==> config.mk <==
export PLATFORM = sky130hd
export DESIGN_NAME = cdb_arbiter
export DESIGN_NICKNAME = d
export VERILOG_FILES = /design/src/rtl/cdb_arbiter.sv
export SDC_FILE = /design/constraint.sdc
export NUM_CORES = 1
export LEC_CHECK = 0
export BUFFER_PORTS_ARGS = -buffer_cell sky130_fd_sc_hd__buf_2
export CAP_MARGIN = 40
export CORE_MARGIN = 3
export CORE_UTILIZATION = 59
export CTS_BUF_LIST = sky130_fd_sc_hd__clkbuf_8
export DETAILED_ROUTE_END_ITERATION = 10
export PLACE_DENSITY = 0.93
export SYNTH_ARGS = -nofsm -noshare
export SYNTH_HDL_FRONTEND = slang
export SYNTH_SLANG_ARGS = --single-unit
==> constraint.sdc <==
create_clock -name clk -period 3.6 [get_ports clk]
set_input_delay 0.72 -clock clk [delete_from_list [all_inputs] [get_ports clk]]
set_output_delay 0.72 -clock clk [all_outputs]
set_load 0.02 [all_outputs]
==> src/rtl/cdb_arbiter.sv <==
// cdb_arbiter: merges the ALU, LSB and Branch result streams onto one
// registered common data bus. Each producer feeds a private FIFO; a
// three-way round-robin arbiter pops at most one entry per cycle and
// broadcasts it as a single tag/data pair.
module cdb_arbiter #(
  parameter int TAG_W  = 4,
  parameter int DATA_W = 32,
  parameter int DEPTH  = 2
) (
  input  logic              clk,
  input  logic              rst,
  input  logic              rdy,
  input  logic              clear,
  input  logic              alu_valid,
  input  logic [TAG_W-1:0]  alu_tag,
  input  logic [DATA_W-1:0] alu_data,
  output logic              alu_full,
  input  logic              lsb_valid,
  input  logic [TAG_W-1:0]  lsb_tag,
  input  logic [DATA_W-1:0] lsb_data,
  output logic              lsb_full,
  input  logic              br_valid,
  input  logic [TAG_W-1:0]  br_tag,
  input  logic [DATA_W-1:0] br_data,
  output logic              br_full,
  output logic              cdb_valid,
  output logic [TAG_W-1:0]  cdb_tag,
  output logic [DATA_W-1:0] cdb_data,
  output logic [1:0]        cdb_src
);

  localparam int PTR_W = $clog2(DEPTH);
  localparam int CNT_W = PTR_W + 1;
  localparam logic [CNT_W-1:0] DEPTH_CNT = CNT_W'(DEPTH);

  // Round-robin successor; rr pointer cycles 0 -> 1 -> 2 -> 0 and never hits 3.
  function automatic logic [1:0] next_src(input logic [1:0] src);
    case (src)
      2'd0:    next_src = 2'd1;
      2'd1:    next_src = 2'd2;
      default: next_src = 2'd0;
    endcase
  endfunction

  // Source-indexed views of the producer ports (0 = ALU, 1 = LSB, 2 = Branch).
  logic [2:0]        in_valid_s;
  logic [TAG_W-1:0]  in_tag_s  [3];
  logic [DATA_W-1:0] in_data_s [3];

  logic [PTR_W-1:0]  head_r  [3];
  logic [PTR_W-1:0]  tail_r  [3];
  logic [CNT_W-1:0]  count_r [3];
  logic [TAG_W-1:0]  tag_mem_r  [3][DEPTH];
  logic [DATA_W-1:0] data_mem_r [3][DEPTH];
  logic [1:0]        rr_ptr_r;

  logic [2:0]        full_s;
  logic [2:0]        cand_s;
  logic [2:0]        push_s;
  logic [2:0]        pop_s;
  logic              grant_valid_s;
  logic [1:0]        grant_s;
  logic [1:0]        scan1_s;
  logic [1:0]        scan2_s;
  logic [TAG_W-1:0]  grant_tag_s;
  logic [DATA_W-1:0] grant_data_s;

  assign in_valid_s   = {br_valid, lsb_valid, alu_valid};
  assign in_tag_s[0]  = alu_tag;
  assign in_tag_s[1]  = lsb_tag;
  assign in_tag_s[2]  = br_tag;
  assign in_data_s[0] = alu_data;
  assign in_data_s[1] = lsb_data;
  assign in_data_s[2] = br_data;

  assign alu_full = full_s[0];
  assign lsb_full = full_s[1];
  assign br_full  = full_s[2];

  // Full and non-empty flags come from registered counts only, so a pop in
  // the same cycle never relieves a full FIFO and fresh pushes are never
  // candidates before they are stored.
  always_comb begin
    full_s = 3'b000;
    cand_s = 3'b000;
    for (int i = 0; i < 3; i++) begin
      full_s[i] = (count_r[i] == DEPTH_CNT) | ~rdy;
      cand_s[i] = (count_r[i] != {CNT_W{1'b0}});
    end
  end

  // Round-robin grant: first non-empty source scanning from rr_ptr.
  always_comb begin
    scan1_s       = next_src(rr_ptr_r);
    scan2_s       = next_src(scan1_s);
    grant_valid_s = 1'b1;
    grant_s       = rr_ptr_r;
    if (cand_s[rr_ptr_r]) begin
      grant_s = rr_ptr_r;
    end else if (cand_s[scan1_s]) begin
      grant_s = scan1_s;
    end else if (cand_s[scan2_s]) begin
      grant_s = scan2_s;
    end else begin
      grant_valid_s = 1'b0;
      grant_s       = 2'd0;
    end
  end

  // Head entry of the granted FIFO, plus per-source push/pop strobes.
  always_comb begin
    grant_tag_s  = tag_mem_r[grant_s][head_r[grant_s]];
    grant_data_s = data_mem_r[grant_s][head_r[grant_s]];
    push_s       = 3'b000;
    pop_s        = 3'b000;
    for (int i = 0; i < 3; i++) begin
      push_s[i] = rdy & ~clear & in_valid_s[i] & ~full_s[i];
      pop_s[i]  = rdy & ~clear & grant_valid_s & (grant_s == 2'(i));
    end
  end

  // Entry storage; contents are only meaningful where the count says so.
  always_ff @(posedge clk) begin
    for (int i = 0; i < 3; i++) begin
      if (push_s[i]) begin
        tag_mem_r[i][tail_r[i]]  <= in_tag_s[i];
        data_mem_r[i][tail_r[i]] <= in_data_s[i];
      end
    end
  end

  // FIFO pointers/counts, arbiter pointer and the registered CDB outputs.
  always_ff @(posedge clk or posedge rst) begin
    if (rst) begin
      for (int i = 0; i < 3; i++) begin
        head_r[i]  <= {PTR_W{1'b0}};
        tail_r[i]  <= {PTR_W{1'b0}};
        count_r[i] <= {CNT_W{1'b0}};
      end
      rr_ptr_r  <= 2'd0;
      cdb_valid <= 1'b0;
      cdb_tag   <= {TAG_W{1'b0}};
      cdb_data  <= {DATA_W{1'b0}};
      cdb_src   <= 2'd0;
    end else if (clear) begin
      for (int i = 0; i < 3; i++) begin
        head_r[i]  <= {PTR_W{1'b0}};
        tail_r[i]  <= {PTR_W{1'b0}};
        count_r[i] <= {CNT_W{1'b0}};
      end
      rr_ptr_r  <= 2'd0;
      cdb_valid <= 1'b0;
      cdb_tag   <= {TAG_W{1'b0}};
      cdb_data  <= {DATA_W{1'b0}};
      cdb_src   <= 2'd0;
    end else if (rdy) begin
      for (int i = 0; i < 3; i++) begin
        if (push_s[i]) begin
          tail_r[i] <= tail_r[i] + PTR_W'(1);
        end
        if (pop_s[i]) begin
          head_r[i] <= head_r[i] + PTR_W'(1);
        end
        case ({push_s[i], pop_s[i]})
          2'b10:   count_r[i] <= count_r[i] + CNT_W'(1);
          2'b01:   count_r[i] <= count_r[i] - CNT_W'(1);
          default: count_r[i] <= count_r[i];
        endcase
      end
      cdb_valid <= grant_valid_s;
      if (grant_valid_s) begin
        cdb_tag  <= grant_tag_s;
        cdb_data <= grant_data_s;
        cdb_src  <= grant_s;
        rr_ptr_r <= next_src(grant_s);
      end else begin
        cdb_tag  <= {TAG_W{1'b0}};
        cdb_data <= {DATA_W{1'b0}};
        cdb_src  <= 2'd0;
      end
    end
  end

endmodule

# Word level (Yosys, flattened, before mapping)
# Memories as Yosys holds them, arrays and structs flattened.
# Cells that the tools add are included.
word_totals:
  regBits: 53
  word_cells: 180
  mem_bits_rw: 216
  memories: 2
  output_inout_bits: 42
  input_bits: 115
op_classes:
  reduce_logical: 30
  n_bitwise: 24
  eq_ne: 13
  n_lt_le_gt_ge: 11
  mux: 74
  n_addsub: 12
mem_list:
  columns: ["name", "words", "word_bits", "rd", "rd_ports_with_merged_regs", "wr", "line", "source"]
  rows:
  - ["data_mem_r", 3, 64, 1, 0, 3, "54", "logic [DATA_W-1:0] data_mem_r [3][DEPTH];"]
  - ["tag_mem_r", 3, 8, 1, 0, 3, "53", "logic [TAG_W-1:0] tag_mem_r [3][DEPTH];"]
op_table:
  columns: ["op", "n"]
  rows:
  - ["two-way mux 32 bit", 9]
  - ["two-way mux 64 bit", 3]
  - ["demux 32 bit (select 1 bit)", 3]
  - ["two-way mux 4 bit", 9]
  - ["two-way mux 8 bit", 3]
  - ["case mux 2 bit (2 select lines)", 6]
  - ["nonzero test 2 bit", 11]
  - ["AND reduction 2 bit", 10]
  - ["two-way mux 1 bit", 19]
  - ["two-way mux 2 bit", 9]
  - ["== test 2 bit, second input constant", 7]
  - ["demux 4 bit (select 1 bit)", 3]
  - ["== test 2 x 1 -> 1 bit, second input constant", 6]
  - ["two-way mux 3 bit", 4]
  - ["two-way mux 6 bit", 2]
  - ["AND 1 bit", 11]
  - ["less-than comparator 2 x 3 -> 1 bit, second input constant", 3]
  - ["nonzero test 3 bit", 3]
  - ["binary-select mux 1 bit (select 2 bit)", 4]
  - ["greater-or-equal comparator 2 bit, second input constant", 4]
  - ["inverter 1 -> 2 bit", 4]
  - ["adder 1 bit, second input constant", 6]
  - ["adder 2 x 1 -> 2 bit, second input constant", 3]
  - ["logical NOT 2 bit", 3]
  - ["7 further kinds", 19]

# Logic depth before layout (Yosys ltp)
# Gate-level depths: netlist of run 1.
depth:
  depth_word: 20
  ltp_mapped: 9
  mapped_depth_nobuf: 6

# Least setup slack after synthesis of run 1
# No wires, ideal clock.
synth_timing:
  kind: "input-to-reg"
  from: "in clear"
  to: "mem data_mem_r[1][0] (netlist bit), enable pin"
  required_ps: 3171
  path_slack_ps: 194
  stages: 5
  path_buffers: 2
  arrival_time_ps: 2977
  setup_ps: 429
  path_cell_list: "clkbuf_1 > nor2b_1 > clkbuf_1 > nand3_1 > nor2_1"
synth_lines:
  columns: ["element", "line", "source"]
  rows:
  - ["start: declaration", "13", "input logic clear,"]
  - ["end: declaration", "54", null]

# Worst setup path in the final report of run 1
layout_timing:
  from: "reg rr_ptr_r[1]"
  to: "reg cdb_data[8]"
layout_between:
  elab_chain_len: 20
  word_cells_on_any_way: 30
layout_lines:
  columns: ["element", "line", "source"]
  rows:
  - ["start: declaration", "55", "logic [1:0] rr_ptr_r;"]
  - ["start signal: assignment", "175", "rr_ptr_r <= next_src(grant_s);"]
  - ["== test 2 x 1 -> 1 bit / logical NOT 2 bit (equally long branches)", "38", "case (src)"]
  - ["case mux 2 bit (2 select lines)", "38", null]
  - ["== test 2 x 1 -> 1 bit / logical NOT 2 bit (equally long branches)", "38", null]
  - ["case mux 2 bit (2 select lines)", "38", null]
  - ["binary-select mux 1 bit (select 2 bit)", "102", "end else if (cand_s[scan2_s]) begin"]
  - ["two-way mux 1 bit (implied by the code)", "102", null]
  - ["two-way mux 2 bit", "102", null]
  - ["two-way mux 2 bit", "100", "end else if (cand_s[scan1_s]) begin"]
  - ["two-way mux 2 bit", "98", "if (cand_s[rr_ptr_r]) begin"]
  - ["inverter 2 -> 3 bit (implied by the code)", "113", "grant_data_s = data_mem_r[grant_s][head_r[grant_s]];"]
  - ["binary-select mux 1 bit (select 2 bit)", "113", null]
  - ["two-way mux 1 bit (implied by the code) (2 in series)", "113", null]
  - ["inverter 1 -> 2 bit (implied by the code)", "113", null]
  - ["two-way mux 32 bit (implied by the code) (3 in series)", "113", null]
  - ["two-way mux 32 bit (*)", "171", "if (grant_valid_s) begin"]
  - ["two-way mux 32 bit (*)", "156", "end else if (rdy) begin"]
  - ["two-way mux 32 bit (*)", "145", "end else if (clear) begin"]
  - ["end signal: assignment", "143", "cdb_data <= {DATA_W{1'b0}};"]
  - ["end signal: assignment", "154", "cdb_data <= {DATA_W{1'b0}};"]
  - ["end signal: assignment", "173", "cdb_data <= grant_data_s;"]
  - ["end: declaration", "28", "output logic [DATA_W-1:0] cdb_data,"]
# Mark *: on every way between the ends. The rest lies on a longest branch, timed or not. The select of a mux whose other input is x is not followed.
# A chain may end at the register's enable or synchronous reset.

==> results.ini, run 1 <==
[pwr]
ir_drop_uv = 572.2
powerDensity_nw_per_um2 = 719.0
p_leak_nw = 4.739
total_power_w = 0.008990

[timing]
setup_violations = 0
clock.fmax_ghz = 0.3436
fin_crit_ps = 2910
rsz0062_at_grt = no
finalHoldViolations = 0
fin_tns_setup_ps = 0
slew_violations = 0
finClkSkew_ps = 32.34
tightest_slew_ps = 849.6
relSlewSlack_pct = 43.36
fin_crit_sh_pct = 80.84

[placement]
finalWeightedCongestion = 0.8111
dp_hpwl_um = 16170
numPortBuffers = 156

[synth]
yosysWarningCount = 0
syn_area_per_cell_sq_um = 15.94
synth_cell_type_count = 42
syn-num-nets = 776
synth-edff-count = 216
yosysSeqAreaShare_pct = 74.16
ys.flop_type = edfxtp_1
netlist_area_sq_um = 10540
async_flop_share_pct = 19.70
synth_cells = 661
synth_seq_cells = 269

[clock_network]
ctsRootBufferMaster = clkbuf_8
cts_resized = 0
cts_inserted_buffers = 42
cts_setup_buffers = 0
clk_path_buf_depth = 3
postCtsHoldBufs = 0
path_clk_slew_ps = 70
cts_sinks = 269
htreeDepth = 2
tritoncts = done
clock_latency_ps = 550

[global_routing]
antenna_found_initial = 1
grt.overflow.total = 0
grt_start_max_net_pins = 74
grt_pass1_wl_um = 39690
grt_pass1_vias = 7243
grt_util_all_layers_pct = 26.44

[setup_path]
critPathCaptureType = register
cp.required_ps = 4060
start_kind = register
critical_path_class = register to register
crit_fanout = 59
arrival_ps = 3370

[routing]
routed_wl_um = 25940
routedWlPerCell_um = 23.84
vias = 6898
first_pass_iters = 7
drcViolationCount = 0
ant_nets = 0
routed_via_density = 6.340
drt_iter0_drc = 650

[cells_and_area]
layout_common_cells = edfxtp_1 (216), buf_2 (156), o21ai_0 (77)
drive_gt1_share_pct = 33.06
fillCellCount = 1044
nets = 945
syn2layout_area_growth_pct = 18.68
final_common_cell = edfxtp_1

[floorplan]
dieArea_sq_um = 19500
fp.coreArea_sq_um = 17420
initial_core_util_pct = 60.49
io_pins = 157
rows = 48
die_width_um = 139.6
die_y_um = 139.6

[outcome]
status = completed

[worst_hold_path]
hold_path_class = input pin to async pin

[run]
max_cap_violations = 0

critical path, cell delays in order (launching register included):
cell	delay [ps]
dfrtp_1	520
o21ai_1	180
a21oi_4	570
buf_4	710
o32a_1	270
o21ai_0	90
mux2_4	330
o21ai_1	170
synthesized netlist by cell type (2+ instances only):
library cell  number  share of area (%)
edfxtp_1         216                 62
and3_1             2               0.12
nand2b_1           4               0.24
and2_1             2               0.12
nor2_1            15               0.53
or4_1              2               0.14
a21oi_1            2              0.095
o32a_1            72                6.8
inv_1              3               0.11
mux2_4            30                4.3
buf_6              4               0.43
or2_1              2               0.12
buf_2             24                1.1
nor2b_1            2               0.12
clkbuf_1          19               0.68
o21ai_1           38                1.8
nor3_1             2              0.095
o211ai_1           2               0.14
nand3_1            9               0.43
nand2_1           46                1.6
mux2i_1            3               0.29
mux2_2             6               0.64
o21ai_2            3               0.25
dfrtp_1           53                 13
xnor2_1            7               0.58
o21ai_0           77                3.7
power breakdown:
part	switching [W]	leakage (nW)	total, W	internal (W)
Combinational	0.00156	1.59	0.00264	0.00108
Clock	0.00120	0.476	0.00258	0.00138
Sequential	0.000161	2.67	0.00378	0.00362
Total	0.00292	4.74	0.00899	0.00607
layer usage:
layer | wire length, um | up-vias | track usage (%)
met5 | 0 | - | 0
met4 | 905 | 0 | 10.25
met3 | 2757 | 73 | 6.529
met2 | 12730 | 466 | 43.44
met1 | 9541 | 3405 | 34.56
li1 | - | 2954 | -
cell families after synthesis:
family / synth area share (%)
xor gates and xnor gates: 0.6651
buffers and inverters: 2.423
and+or+nand+nor: 3.788
DFF: 74.16
muxes: 5.202
AOI/OAI and AO/OA: 13.76
layout make-up:
class	instances	area [sq um]	area share, %
clock inverter	28	193.9	1.551
antenna	1	2.502	0.02001
inverter	3	11.26	0.09006
tap	225	281.5	2.252
sequential	269	7812	62.48
multi-input combinational	341	2557	20.45
timing repair buffer	173	983.4	7.866
clock buffer	48	660.6	5.284
state kept, by name (all words and copies together) (netlist names):
name	flops
rr_ptr_r	2
cdb_valid	1
cdb_data	32
cdb_src	2
count_r	6
tag_mem_r	24
data_mem_r	192
head_r	3
cdb_tag	4
tail_r	3
final timing paths:
| check | start | to | slack [ps] | depth (start not counted) |
|---|---|---|---|---|
| worst max-delay path | rr_ptr_r[1] | cdb_data[8] | 690 | 7 |
| worst min register to register | cdb_valid | cdb_valid | 480 | 2 |
| max in group asynchronous | rst | cdb_data[26] | 2790 | 4 |
| min in group clk | lsb_data[16] | data_mem_r[1][48] | 360 | 1 |
| worst min-delay path | rst | count_r[2] | 60 | 2 |
| worst max register to register | rr_ptr_r[1] | cdb_data[8] | 690 | 7 |
per-stage QoR:
step | setup WS [ps] | utilization [%] | std cells | instance area (sq um) | hold slack, ps
6_report | 689.7 | 71.79 | 1088 | 12500 | 57.02
5_1_grt | 553.5 | 71.79 | 1088 | 12500 | 38.21
4_1_cts | 745.4 | 71.77 | 1087 | 12500 | 32.77
3_5_place_dp | 702.5 | 66.87 | 1011 | 11650 | 470.5
3_3_place_gp | 745.3 | 66.64 | 1009 | 11610 | 462.3
2_1_floorplan | 193.7 | - | 661 | 10540 | 473.2
Note: power is estimated with default switching activity, not from simulation.
==> inputs of run 2 (changes only) <==
CORE_UTILIZATION = 53   (was 59)
PLACE_DENSITY = 0.89   (was 0.93)
clock period = 2.5 ns   (was 3.6 ns; I/O delays follow)
==> run 2 against run 1 <==
Net effect: fmax rose by 23%; final area rose by 1.3%; sequential power rose by 44%; clock power rose by 40%; sequential cell count did not move; global-route usage fell by 3.5 points; clock skew fell by 20 ps; die area rose by 11%; setup slack got worse by 550 ps; hold slack improved by 83 ps; via count fell by 4.0%; combinational power rose by 45%.
==> results.ini, run 2 (synthesis gave the netlist of run 1 again) <==
[setup_path]
reg2reg_slack_ps = 140
cp.required_ps = 2970
arrival_ps = 2830
critical_path_class = register to register
start_kind = register
critPathCaptureType = register
crit_fanout = 20

[routing]
routedWlPerCell_um = 22.04
vias = 6625
drcViolationCount = 0
routed_wl_um = 25170
ant_nets = 0
drt_iter0_drc = 528
routed_via_density = 5.801
first_pass_iters = 5

[worst_hold_path]
hold_path_class = input pin to register

[clock_network]
tritoncts = done
cts_setup_buffers = 0
postCtsHoldBufs = 1
cts_sinks = 269
ctsRootBufferMaster = clkbuf_8
path_clk_slew_ps = 60
cts_resized = 0
clock_latency_ps = 550
cts_inserted_buffers = 43
clk_path_buf_depth = 3
htreeDepth = 2

[timing]
finalHoldViolations = 0
relSlewSlack_pct = 65.40
finClkSkew_ps = 12.83
whs_ps = 140.2
fin_tns_setup_ps = 0
fin_crit_sh_pct = 94.45
setup_violations = 0
slew_violations = 0
tightest_slew_ps = 519.0
clock.fmax_ghz = 0.4235
fin_crit_ps = 2361
rsz0062_at_grt = no

[cells_and_area]
nets = 962
final_area_sq_um = 12660
syn2layout_area_growth_pct = 20.18
final_common_cell = edfxtp_1
utilization_pct = 66.14
drive_gt1_share_pct = 34.01
diodes = 0
layout_common_cells = edfxtp_1 (216), buf_2 (156), o21ai_0 (77)
largest_register_ff_count = 192

[outcome]
status = completed

[global_routing]
antenna_found_initial = 2
grt_pass1_wl_um = 38090
grt_pass1_vias = 6881
grt_util_all_layers_pct = 22.94
grt_start_max_net_pins = 49
grt.overflow.total = 0

[floorplan]
fp.coreArea_sq_um = 19140
dieArea_sq_um = 21600
rows = 50
io_pins = 157
die_y_um = 147.0
die_width_um = 147.0
initial_core_util_pct = 55.03

[placement]
finalWeightedCongestion = 0.8493
dp_hpwl_um = 15670
numPortBuffers = 156
placed_area_sq_um = 11820

[pwr]
powerDensity_nw_per_um2 = 1017
ir_drop_uv = 788.3
p_leak_nw = 4.816

[run]
max_cap_violations = 0

## run 2: cell count changes in the layout (fill, tap and decap cells not counted), sizes merged
cell,before,now
dlygate4sd3,0,1
clkinv,11,18
inv,16,14
clkinvlp,2,1
buf,173,188
diode,1,0
bufinv,2,1
clkbuf,48,49
## run 2: final cells by class
cell class                      count  area, sq um
Clock buffer                       49        674.4
Sequential cell                   269         7812
Tap cell                          260        325.3
Inverter                            3        11.26
Multi-Input combinational cell    341         2557
Timing Repair Buffer              189         1119
Fill cell                        1356         6482
Clock inverter                     31        161.4
## run 2: through the flow
stage                     setup slack, ps  total power (W)  instances
after CTS                           149.4          0.01295       1142
after floorplan                    -118.9         0.008197        661
after global routing                63.13          0.01347       1142
after global placement              312.0         0.009184       1061
final                               138.6          0.01288       1142
after detailed placement            170.1         0.009363       1061
## run 2: worst max-delay path, cell delays in order, from the launching register on
cell and delay (ps):
dfrtp_1 480, or2_0 290, o221ai_4 190, buf_4 300, buf_4 310, o32a_1 200
o21ai_0 110, mux2_4 290, o21ai_1 120
## run 2: metal layers
metal / track usage (%) / wire length (um) / vias up
met4: 8.621 / 539 / 4
li1: - / - / 2999
met2: 37.52 / 12520 / 277
met3: 5.490 / 1912 / 58
met1: 30.25 / 10170 / 3287
met5: 0 / 21 / -
## run 2: worst paths after layout
path / startpoint / end / depth (start not counted)
max: rr_ptr_r[1] / cdb_data[8] / 8
min: lsb_data[15] / data_mem_r[1][47] / 1
max reg2reg: rr_ptr_r[1] / cdb_data[8] / 8
min reg2reg: cdb_tag[0] / cdb_tag[0] / 2
max in group asynchronous: rst / count_r[3] / 4
min in group asynchronous: rst / count_r[1] / 3
## run 2: power breakdown
group | switching (W) | leakage, nW | internal [W] | total (W)
logic | 0.00216 | 1.67 | 0.00168 | 0.00384
clock network | 0.00169 | 0.471 | 0.00191 | 0.00360
registers | 0.000239 | 2.67 | 0.00521 | 0.00545
